[src/rtl/reg_scan_pkg.sv]
// Shared types and constants for the register scan dumper.
// FSM state encoding, register-index / data widths and the FIFO entry layout.
package reg_scan_pkg;

    localparam int REG_IDX_W = 5;
    localparam int DATA_W    = 32;

    typedef enum logic [1:0] {
        IDLE  = 2'd0,
        SCAN  = 2'd1,
        DRAIN = 2'd2
    } scan_state_t;

    typedef struct packed {
        logic [REG_IDX_W-1:0] idx;
        logic [DATA_W-1:0]    data;
    } fifo_entry_t;

endpackage

[src/rtl/scan_fifo.sv]
// Small synchronous FIFO buffering captured {idx,data} words.
// A push into a full FIFO is accepted when a pop happens in the same cycle.
// The head word reads as zero while the FIFO is empty.
module scan_fifo
    import reg_scan_pkg::*;
#(
    parameter int DEPTH = 4
) (
    input  logic        clk,
    input  logic        srst,
    input  logic        i_push,
    input  fifo_entry_t i_data,
    input  logic        i_pop,
    output fifo_entry_t o_head,
    output logic        o_full,
    output logic        o_empty
);

    localparam int AW = $clog2(DEPTH);

    fifo_entry_t    r_mem [DEPTH];
    logic [AW:0]    r_wr_ptr;
    logic [AW:0]    r_rd_ptr;
    logic           w_do_push;
    logic           w_do_pop;

    // Pointers carry one extra wrap bit so full and empty are distinguishable.
    assign o_empty   = (r_wr_ptr == r_rd_ptr);
    assign o_full    = (r_wr_ptr[AW] != r_rd_ptr[AW]) &&
                       (r_wr_ptr[AW-1:0] == r_rd_ptr[AW-1:0]);
    assign w_do_pop  = i_pop && !o_empty;
    assign w_do_push = i_push && (!o_full || w_do_pop);
    assign o_head    = o_empty ? '0 : r_mem[r_rd_ptr[AW-1:0]];

    // Storage write; contents need no reset because the head is gated when empty.
    always_ff @(posedge clk) begin
        if (w_do_push) begin
            r_mem[r_wr_ptr[AW-1:0]] <= i_data;
        end
    end

    // Read/write pointer update.
    always_ff @(posedge clk) begin
        if (srst) begin
            r_wr_ptr <= '0;
            r_rd_ptr <= '0;
        end else begin
            if (w_do_push) begin
                r_wr_ptr <= r_wr_ptr + 1'b1;
            end
            if (w_do_pop) begin
                r_rd_ptr <= r_rd_ptr + 1'b1;
            end
        end
    end

endmodule

[src/rtl/reg_scan_dumper.sv]
// Register scan dumper: walks register indices first_reg..last_reg (wrapping
// modulo 32), reads each through the regNo/val port and streams {idx,data}
// words through a small FIFO with valid/ready handshake.
// Optional build macro REG_SCAN_SKIP_ZERO_EN: index 0 is stepped over without
// being pushed (the scan still terminates when cur reaches the end index).
module reg_scan_dumper
    import reg_scan_pkg::*;
#(
    parameter int FIFO_DEPTH = 4
) (
    input  logic                 clk,
    input  logic                 startin,
    input  logic                 trig,
    input  logic [REG_IDX_W-1:0] first_reg,
    input  logic [REG_IDX_W-1:0] last_reg,
    output logic [REG_IDX_W-1:0] regNo,
    input  logic [DATA_W-1:0]    val,
    output logic                 out_valid,
    input  logic                 out_ready,
    output logic [DATA_W-1:0]    out_data,
    output logic [REG_IDX_W-1:0] out_idx,
    output logic                 busy,
    output logic                 done
);

    scan_state_t          r_state;
    logic [REG_IDX_W-1:0] r_cur;
    logic [REG_IDX_W-1:0] r_end_idx;
    logic                 r_busy;
    logic                 r_done;

    logic                 w_full;
    logic                 w_empty;
    logic                 w_pop;
    logic                 w_space;
    logic                 w_skip;
    logic                 w_in_scan;
    logic                 w_advance;
    logic                 w_push;
    fifo_entry_t          w_entry;
    fifo_entry_t          w_head;

`ifdef REG_SCAN_SKIP_ZERO_EN
    assign w_skip = (r_cur == '0);
`else
    assign w_skip = 1'b0;
`endif

    // A slot is free if the FIFO has room or its head leaves this cycle.
    assign w_pop     = out_ready && !w_empty;
    assign w_space   = !w_full || w_pop;
    assign w_in_scan = (r_state == SCAN);
    // A skipped index costs one cycle but never waits for FIFO space.
    assign w_advance = w_in_scan && (w_skip || w_space);
    assign w_push    = w_in_scan && !w_skip && w_space;
    assign w_entry   = {r_cur, val};

    assign regNo     = w_in_scan ? r_cur : '0;
    assign out_valid = !w_empty;
    assign out_idx   = w_head.idx;
    assign out_data  = w_head.data;
    assign busy      = r_busy;
    assign done      = r_done;

    scan_fifo #(
        .DEPTH (FIFO_DEPTH)
    ) u_fifo (
        .clk     (clk),
        .srst    (startin),
        .i_push  (w_push),
        .i_data  (w_entry),
        .i_pop   (w_pop),
        .o_head  (w_head),
        .o_full  (w_full),
        .o_empty (w_empty)
    );

    // Scan control FSM with registered busy/done.
    always_ff @(posedge clk) begin
        if (startin) begin
            r_state   <= IDLE;
            r_cur     <= '0;
            r_end_idx <= '0;
            r_busy    <= 1'b0;
            r_done    <= 1'b0;
        end else begin
            r_done <= 1'b0;
            case (r_state)
                IDLE: begin
                    if (trig) begin
                        r_cur     <= first_reg;
                        r_end_idx <= last_reg;
                        r_busy    <= 1'b1;
                        r_state   <= SCAN;
                    end
                end
                SCAN: begin
                    if (w_advance) begin
                        r_cur <= r_cur + 1'b1;
                        if (r_cur == r_end_idx) begin
                            r_state <= DRAIN;
                        end
                    end
                end
                DRAIN: begin
                    if (w_empty) begin
                        r_busy  <= 1'b0;
                        r_done  <= 1'b1;
                        r_state <= IDLE;
                    end
                end
                default: begin
                    r_busy  <= 1'b0;
                    r_state <= IDLE;
                end
            endcase
        end
    end

endmodule

[config.mk]
export PLATFORM = sky130hd
export DESIGN_NAME = reg_scan_dumper
export DESIGN_NICKNAME = d
export VERILOG_FILES = /design/src/rtl/reg_scan_pkg.sv /design/src/rtl/scan_fifo.sv /design/src/rtl/reg_scan_dumper.sv
export SDC_FILE = /design/constraint.sdc
export NUM_CORES = 1
export LEC_CHECK = 0
export ABC_CLOCK_PERIOD_IN_PS = 5950
export BUFFER_PORTS_ARGS = -buffer_cell sky130_fd_sc_hd__buf_4
export CORE_MARGIN = 3
export CORE_UTILIZATION = 50
export CTS_CLUSTER_DIAMETER = 120
export DETAILED_ROUTE_END_ITERATION = 8
export GPL_TIMING_DRIVEN = 1
export PLACE_DENSITY = 0.71
export SYNTH_ARGS = -nofsm -noshare
export SYNTH_HDL_FRONTEND = slang
export SYNTH_SLANG_ARGS = --single-unit
[constraint.sdc]
create_clock -name clk -period 5.95 [get_ports clk]
set_input_delay 0.595 -clock clk [delete_from_list [all_inputs] [get_ports clk]]
set_output_delay 0.595 -clock clk [all_outputs]
set_load 0.01 [all_outputs]
## Word level (Yosys, flattened, before mapping)

Memory sizes are Yosys's and may differ from the RTL's. A register that Yosys moved wholly into a read port is not among the register bits.
Index checks and enable logic that the tools add are counted.

- Register bits after elaboration: 20
- Bits in writable memories: 148
- Output and inout port bits: 45
- Word-level logic and storage cells: 57
- Memories kept: 1

Memory list:

| memory | words | width | read ports | clocked after Yosys merged registers in | write ports | RTL line | text |
|---|---|---|---|---|---|---|---|
| u_fifo.r_mem | 4 | 37 | 1 | 1 | 1 | scan_fifo.sv:21 | `fifo_entry_t r_mem [DEPTH];` |

- $add $sub $neg: 3
- Equal/unequal tests: 10
- Muxes and demuxes: 18
- Bitwise operators: 2
- Reduce and logical (&&, ||, !) cells: 16

Operator list:

| cell | number |
|---|---|
| two-way mux 37 bit | 1 |
| two-way mux 5 bit | 3 |
| two-way mux 2 bit | 6 |
| one-hot mux 5 bit (2 select lines) | 1 |
| adder 3 x 1 -> 3 bit (second input constant) | 2 |
| inequality test 2 x 1 -> 1 bit (second input constant) | 3 |
| one-hot mux 2 bit (3 select lines) | 1 |
| AND reduction 3 bit | 2 |
| adder 5 x 1 -> 5 bit (second input constant) | 1 |
| equality test 5 bit | 1 |
| logical AND 1 bit | 5 |
| two-way mux 1 bit | 5 |
| AND reduction 4 bit | 1 |
| equality test 3 bit | 1 |
| one-hot mux 1 bit (3 select lines) | 1 |
| equality test 2 x 1 -> 1 bit (second input constant) | 1 |
| equality test 2 bit | 1 |
| equality test 2 bit (second input constant) | 1 |
| zero test 1 bit | 2 |
| zero test 2 bit | 1 |
| logical OR 1 bit | 2 |
| inequality test 2 bit (second input constant) | 1 |
| inverter 1 bit | 2 |
| AND reduction 2 bit | 1 |
| other kinds (3) | 3 |

## Logic depth before layout (Yosys ltp)

Gate-level depths: netlist of run 1.

- Depth in word-level cells: 8
- Depth in mapped cells: 5
- Mapped depth without buffers: 5

## Cells and area by module

From an unflattened synthesis of run 1, not the netlist that was laid out.

- Cells, all modules: 377
- Area total of the unflattened synthesis: 6851.6 um^2

By module, submodules not included:

| module | instances | cells an instance | area each (um^2) | seq. area each (um^2) |
|---|---|---|---|---|
| scan_fifo | 1 | 288 | 6068.3 | 4604.4 |
| reg_scan_dumper | 1 | 89 | 783.3 | 280.3 |

## Least setup slack after synthesis of run 1

Ideal clock, no wire load.

- Kind: register to output
- Start point: reg (tool-made name)
- End point: out out_data[0]
- Arrival time: 1484 ps
- Required time: 5355 ps
- Path slack: 3871 ps
- Cell stages (with the launch flop): 5
- Cell sequence: dfxtp_1 > buf_4 > buf_2 > mux4_2 > and2_1

RTL lines:

| element | RTL line | text |
|---|---|---|
| end, declared | reg_scan_dumper.sv:20 | `output logic [DATA_W-1:0] out_data,` |

==> flow_summary.yaml, run 1 <==
sta:
  period_needed_ns: 3.09
  rsz0062_at_grt: "no"
  finClkSkew_ns: 0.00873
  fin_tns_setup_ns: 0
  hold_viol_final: 0
  setup_ws_ns: 2.86
  final-setup-viol-count: 0
  holdWs_ns: 0.378
  slew_viol_final: 0
  period_share_pct: 51.9
  worstMarginPinSlew_ns: 1.01
  maxSlewHeadroom_pct: 32.8
  clock.fmax_mhz: 324
critical_path:
  critPathLaunchType: "flop"
  worstPathRequired_ns: 5.36
  crit_type: "flop to output pin"
  endpoint_kind: "output pin"
  path_max_fanout: 24
  worstPathArrival_ns: 2.49
global_routing:
  grt_pass1_wl_um: 19200
  grt_usage_pct: 17.3
  grt_max_degree: 42
  antenna_found_initial: 0
  first_global_vias: 3695
  grt_overflow: 0
synthesis:
  synthMuxAreaShare_pct: 13.4
  synth.area.top_cells: "edfxtp_1 (66%), mux4_2 (12%), dfxtp_1 (6.5%), and2_1 (3.8%), ha_1 (1.1%)"
  ys_warn_count: 0
  synthArstFlopShare_pct: 0
  synth_compound_area_share_pct: 2.83
  synth-simple-area-share_pct: 7.33
  ys_types: 44
  synthAdderAreaFrac_pct: 1.11
  ys_ff_latch: 170
  synth_xor_area_share_pct: 1.78
  synth_nets: 412
  syn_area_um2: 6760
  synth_top_area_share_pct: 65.7
  synth.largest_area_cell: "edfxtp_1"
  synth-edff-count: 148
  synth_area_per_cell_um2: 18.8
  yosysSeqAreaShare_pct: 72.3
  synthCells: 360
  synth_top_family_by_area: "multiplexers"
  synth_flop_cell: "edfxtp_1"
clock_network:
  ctsResizeCount: 0
  clk_pin_slew_ns: 0.06
  clock-sinks: 170
  numCtsBuffers: 17
  cts_tree: "done"
  htree_levels: 4
  clkLatencyLatePin_ns: 0.41
  post_cts_buffers: 0
  root_buffer: "clkbuf_16"
  clk_path_buf_depth: 2
  hold_buffers: 0
status:
  status: "finished, final reports clean"
placement:
  dp_hpwl_um: 7220
  gp_congestion: 0.751
  dpl_worst_slack_ns: 3.23
  dp_cells: 607
  place_area_um2: 7590
  portBuffers: 90
detailed_routing:
  vias: 3471
  wl_um: 11900
  top_layer: "met4"
  postRouteAntennaNets: 0
  drt-vias-per-instance: 5.43
  wl_met1_um: 5370
  drt_first_pass_iters: 5
  route.met3.wl_um: 549
  drc: 0
  drtIter0Drc: 299
  wl_per_cell_um: 18.7
  met2_length_um: 5820
power:
  vdd_drop_max_mv: 0.161
  leakagePower_nw: 2.86
  power_mw: 3.35
  power_density_nw_per_um2: 410
layout:
  diodes: 0
  final_cell_area_um2: 8170
  nNetsFinal: 506
  num-fill-cells: 948
  syn_to_final_growth_pct: 20.9
  postLayoutCoreUtil_pct: 63.2
  mostFrequentLayoutCells: "edfxtp_1 (148), buf_4 (91), and2_1 (41)"
  layout_commonest_cell: "edfxtp_1"
  layout.cells.non_filler: 639
  drive_gt1_share_pct: 36.6
floorplan:
  die_h_um: 122
  num_rows: 41
  die_x_um: 122
  initial_core_util_pct: 52.3
  core_area_um2: 12900
  die_area_um2: 15000
  io_pins: 91
worst_hold_path:
  hp-class: "primary input to flop"
job:
  drv_cap: 0
[layer usage]
metal,global-route usage [%],vias to the layer above
met4,7.14,0
met2,27.6,101
met5,0,-
met1,23.1,1747
li1,-,1605
met3,4.19,18
[registers in the layout, indices dropped and copies added, names as in the netlist, named ones only]
signal	count
u_fifo.r_wr_ptr	3
u_fifo.r_rd_ptr	3
r_end_idx	5
r_cur	5
done	1
u_fifo.r_mem	148
r_state	2
busy	1
[area by class of cell]
class	instances	area [µm²]	area share (%)
flip-flops and latches	170	4890	59.8
multi-input cells	169	1790	21.8
repair buffers	91	683	8.36
clock buffers	24	462	5.65
well taps	172	215	2.63
clock inverters	8	123	1.50
inverters	5	18.8	0.230
[logic make-up (layout without fill, tap and decap cells)]
group | Yosys count | after routing
flip-flops | 170 | 170
XOR/XNOR | 12 | 12
AO/OA/AOI/OAI | 23 | 23
multiplexers | 44 | 44
AND/OR/NAND/NOR | 84 | 84
buffers and inverters | 21 | 128
adder cells (fa/ha/maj) | 6 | 6
[critical path: stages, from the launching register on]
cell,delay (ns)
dfxtp_2,0.64
buf_4,0.51
mux4_2,0.57
and2_1,0.19
buf_4,0.15
[worst paths after layout]
kind                                  from             endpoint  slack [ns]  cells past startpoint
worst min-delay path               val[30]  u_fifo.r_mem[0][30]        0.38                      1
worst min register to register        busy                 busy        0.51                      2
worst max-delay path                  flop          out_data[2]        2.86                      4
worst max register to register  r_state[0]   u_fifo.r_mem[1][4]        3.39                      3
[power by group]
group,internal (mW),switching (mW)
logic,0.430,0.378
registers,1.39,0.0736
clock network,0.671,0.409
total,2.49,0.860
[cells in the mapped netlist, types with 2 or more instances]
| cell | n |
|---|---|
| clkbuf_2 | 2 |
| and2_1 | 41 |
| o31ai_1 | 2 |
| dfxtp_1 | 22 |
| mux2i_1 | 7 |
| mux4_2 | 37 |
| xnor2_1 | 5 |
| buf_1 | 4 |
| nor2b_1 | 2 |
| nand2_1 | 5 |
| a211oi_1 | 3 |
| clkbuf_1 | 5 |
| o32ai_2 | 2 |
| xor2_2 | 2 |
| nand3_1 | 4 |
| and2_2 | 3 |
| o311ai_0 | 2 |
| a21oi_1 | 5 |
| ha_1 | 6 |
| nor3_1 | 4 |
| edfxtp_1 | 148 |
| xor2_1 | 5 |
| nor2_1 | 15 |
| inv_1 | 5 |
| buf_2 | 4 |
| nand2b_1 | 2 |
(Power assumes the default switching activity.)
==> run 2: changes to the inputs <==
--- a/config.mk
+++ b/config.mk
@@ -5,14 +5,14 @@
 export SDC_FILE = /design/constraint.sdc
 export NUM_CORES = 1
 export LEC_CHECK = 0
-export ABC_CLOCK_PERIOD_IN_PS = 5950
+export ABC_CLOCK_PERIOD_IN_PS = 2600
 export BUFFER_PORTS_ARGS = -buffer_cell sky130_fd_sc_hd__buf_4
 export CORE_MARGIN = 3
 export CORE_UTILIZATION = 50
 export CTS_CLUSTER_DIAMETER = 120
 export DETAILED_ROUTE_END_ITERATION = 8
 export GPL_TIMING_DRIVEN = 1
-export PLACE_DENSITY = 0.71
+export PLACE_DENSITY = 0.74
 export SYNTH_ARGS = -nofsm -noshare
 export SYNTH_HDL_FRONTEND = slang
 export SYNTH_SLANG_ARGS = --single-unit
==> constraint.sdc (replaced) <==
create_clock -name clk -period 2.6 [get_ports clk]
set_input_delay 0.26 -clock clk [delete_from_list [all_inputs] [get_ports clk]]
set_output_delay 0.26 -clock clk [all_outputs]
set_load 0.01 [all_outputs]
==> run 2 against run 1 <==
Setup slack lost 2.6 ns. Critical path depth is the same. Critical endpoint is now out_data[5]. Final cell count grew 0.31%. Sequential cell count is the same. Register-to-register slack lost 3.1 ns.
==> flow_summary.yaml, run 2 (same netlist as run 1, synthesis figures left out) <==
power:
  switching_share_pct: 25.4
  power_density_nw_per_um2: 943
  vdd_drop_max_mv: 0.441
  switching_power_mw: 1.97
  internal_power_mw: 5.78
  leakagePower_nw: 2.88
  pwr-share-clk_pct: 32.4
  pwr-share-comb_pct: 25.1
  seq_power_share_pct: 42.5
floorplan:
  initial_core_util_pct: 52.3
  num_rows: 41
  io_pins: 91
  die_x_um: 122
  die_h_um: 122
  core_area_um2: 12900
  die_area_um2: 15000
detailed_routing:
  drt_first_pass_iters: 4
  wl_per_cell_um: 19.3
  postRouteAntennaNets: 0
  drtIter0Drc: 295
  wl_um: 12300
  vias: 3469
  drc: 0
  drt-vias-per-instance: 5.41
global_routing:
  grtUsageMet3_pct: 5.85
  grt_max_degree: 42
  grt_overflow: 0
  first_global_vias: 3671
  grt_pass1_wl_um: 19700
  grt_use_met1_pct: 24.7
  antenna_found_initial: 0
  grt_usage_pct: 17.8
  use_met2_pct: 27.0
  busiest_layer: "met2"
critical_path:
  endpoint_kind: "output pin"
  crit_family: "simple AND/OR/NAND/NOR gates"
  crit_type: "flop to output pin"
  critPathLaunchType: "flop"
  worstPathRequired_ns: 2.34
  worstPathArrival_ns: 2.07
  critPathLaunch: "u_fifo.r_wr_ptr[1]"
  cpPeakStageDelay_ns: 0.60
  path_cells: "xor2_2 -> or3_4 -> and2_1 -> buf_4"
  slowest_stage: "or3_4"
  crit_buf_inv: 1
  path_max_fanout: 41
  r2r_slack_ns: 0.27
  rr_startpoint: "u_fifo.r_wr_ptr[0]"
worst_hold_path:
  min-delay-start: "val[27]"
  hp-class: "primary input to flop"
sta:
  finClkSkew_ns: 0.00466
  holdWs_ns: 0.0305
  hold_viol_final: 0
  fin_tns_setup_ns: 0
  period_share_pct: 89.7
  maxSlewHeadroom_pct: 33.7
  period_needed_ns: 2.33
  slew_viol_final: 0
  rsz0062_at_grt: "no"
  final-setup-viol-count: 0
  setup_ws_ns: 0.267
  worstMarginPinSlew_ns: 0.995
  clock.fmax_mhz: 429
job:
  drv_cap: 0
placement:
  portBuffers: 90
  gp_congestion: 0.777
  dpl_worst_slack_ns: 0.284
  dp_hpwl_um: 7450
  place_area_um2: 7620
clock_network:
  cts_tree: "done"
  root_buffer: "clkbuf_16"
  clk_pin_slew_ns: 0.06
  clock-sinks: 170
  numCtsBuffers: 17
  clk_path_buf_depth: 2
  clkLatencyLatePin_ns: 0.42
  hold_buffers: 0
  htree_levels: 4
  post_cts_buffers: 0
  ctsResizeCount: 0
layout:
  syn_to_final_growth_pct: 21.5
  mostFrequentLayoutCells: "edfxtp_1 (148), buf_4 (93), and2_1 (41)"
  drive_gt1_share_pct: 36.5
  diodes: 0
  layout_commonest_cell: "edfxtp_1"
  final_cell_area_um2: 8210
  largest_reg_flops: 148
  nNetsFinal: 509
status:
  status: "finished, final reports clean"
-- run 2: final cells by class --
class | instances | area (µm²)
sequential | 170 | 4890
fill | 947 | 4710
multi-input combinational | 169 | 1790
timing repair buffer | 94 | 718
clock buffer | 19 | 433
tap | 172 | 215
clock inverter | 12 | 155
inverter | 5 | 18.8
-- run 2: power by group through the flow --
stage | Combinational, mW | Sequential (mW) | Clock (mW)
finish | 1.95 | 3.29 | 2.51
global route | 2.13 | 3.31 | 2.68
CTS | 1.99 | 3.29 | 2.56
floorplan | 1.22 | 3.30 | 0
detailed placement | 1.98 | 3.34 | 0
global placement | 1.97 | 3.33 | 0
-- run 2: per-stage QoR --
stage / util (%) / instances / power, mW
6_report: 63.5 / 641 / 7.75
5_1_grt: 63.5 / 641 / 8.12
4_1_cts: 63.5 / 641 / 7.84
3_5_place_dp: 59.0 / 610 / 5.32
3_3_place_gp: 59.0 / 610 / 5.30
2_1_floorplan: - / 360 / 4.52
-- run 2: path summary, 6_finish.rpt --
path | depth (start not counted) | end
worst max-delay path | 4 | out_data[5]
worst min-delay path | 1 | u_fifo.r_mem[1][27]
worst max register to register | 3 | u_fifo.r_mem[0][23]
worst min register to register | 2 | busy
-- run 2: layer usage --
layer,part of all wire (%),routed length [µm]
met3,5.4,667
met5,0,0
met2,48,5880
met1,46,5680
met4,0.96,119
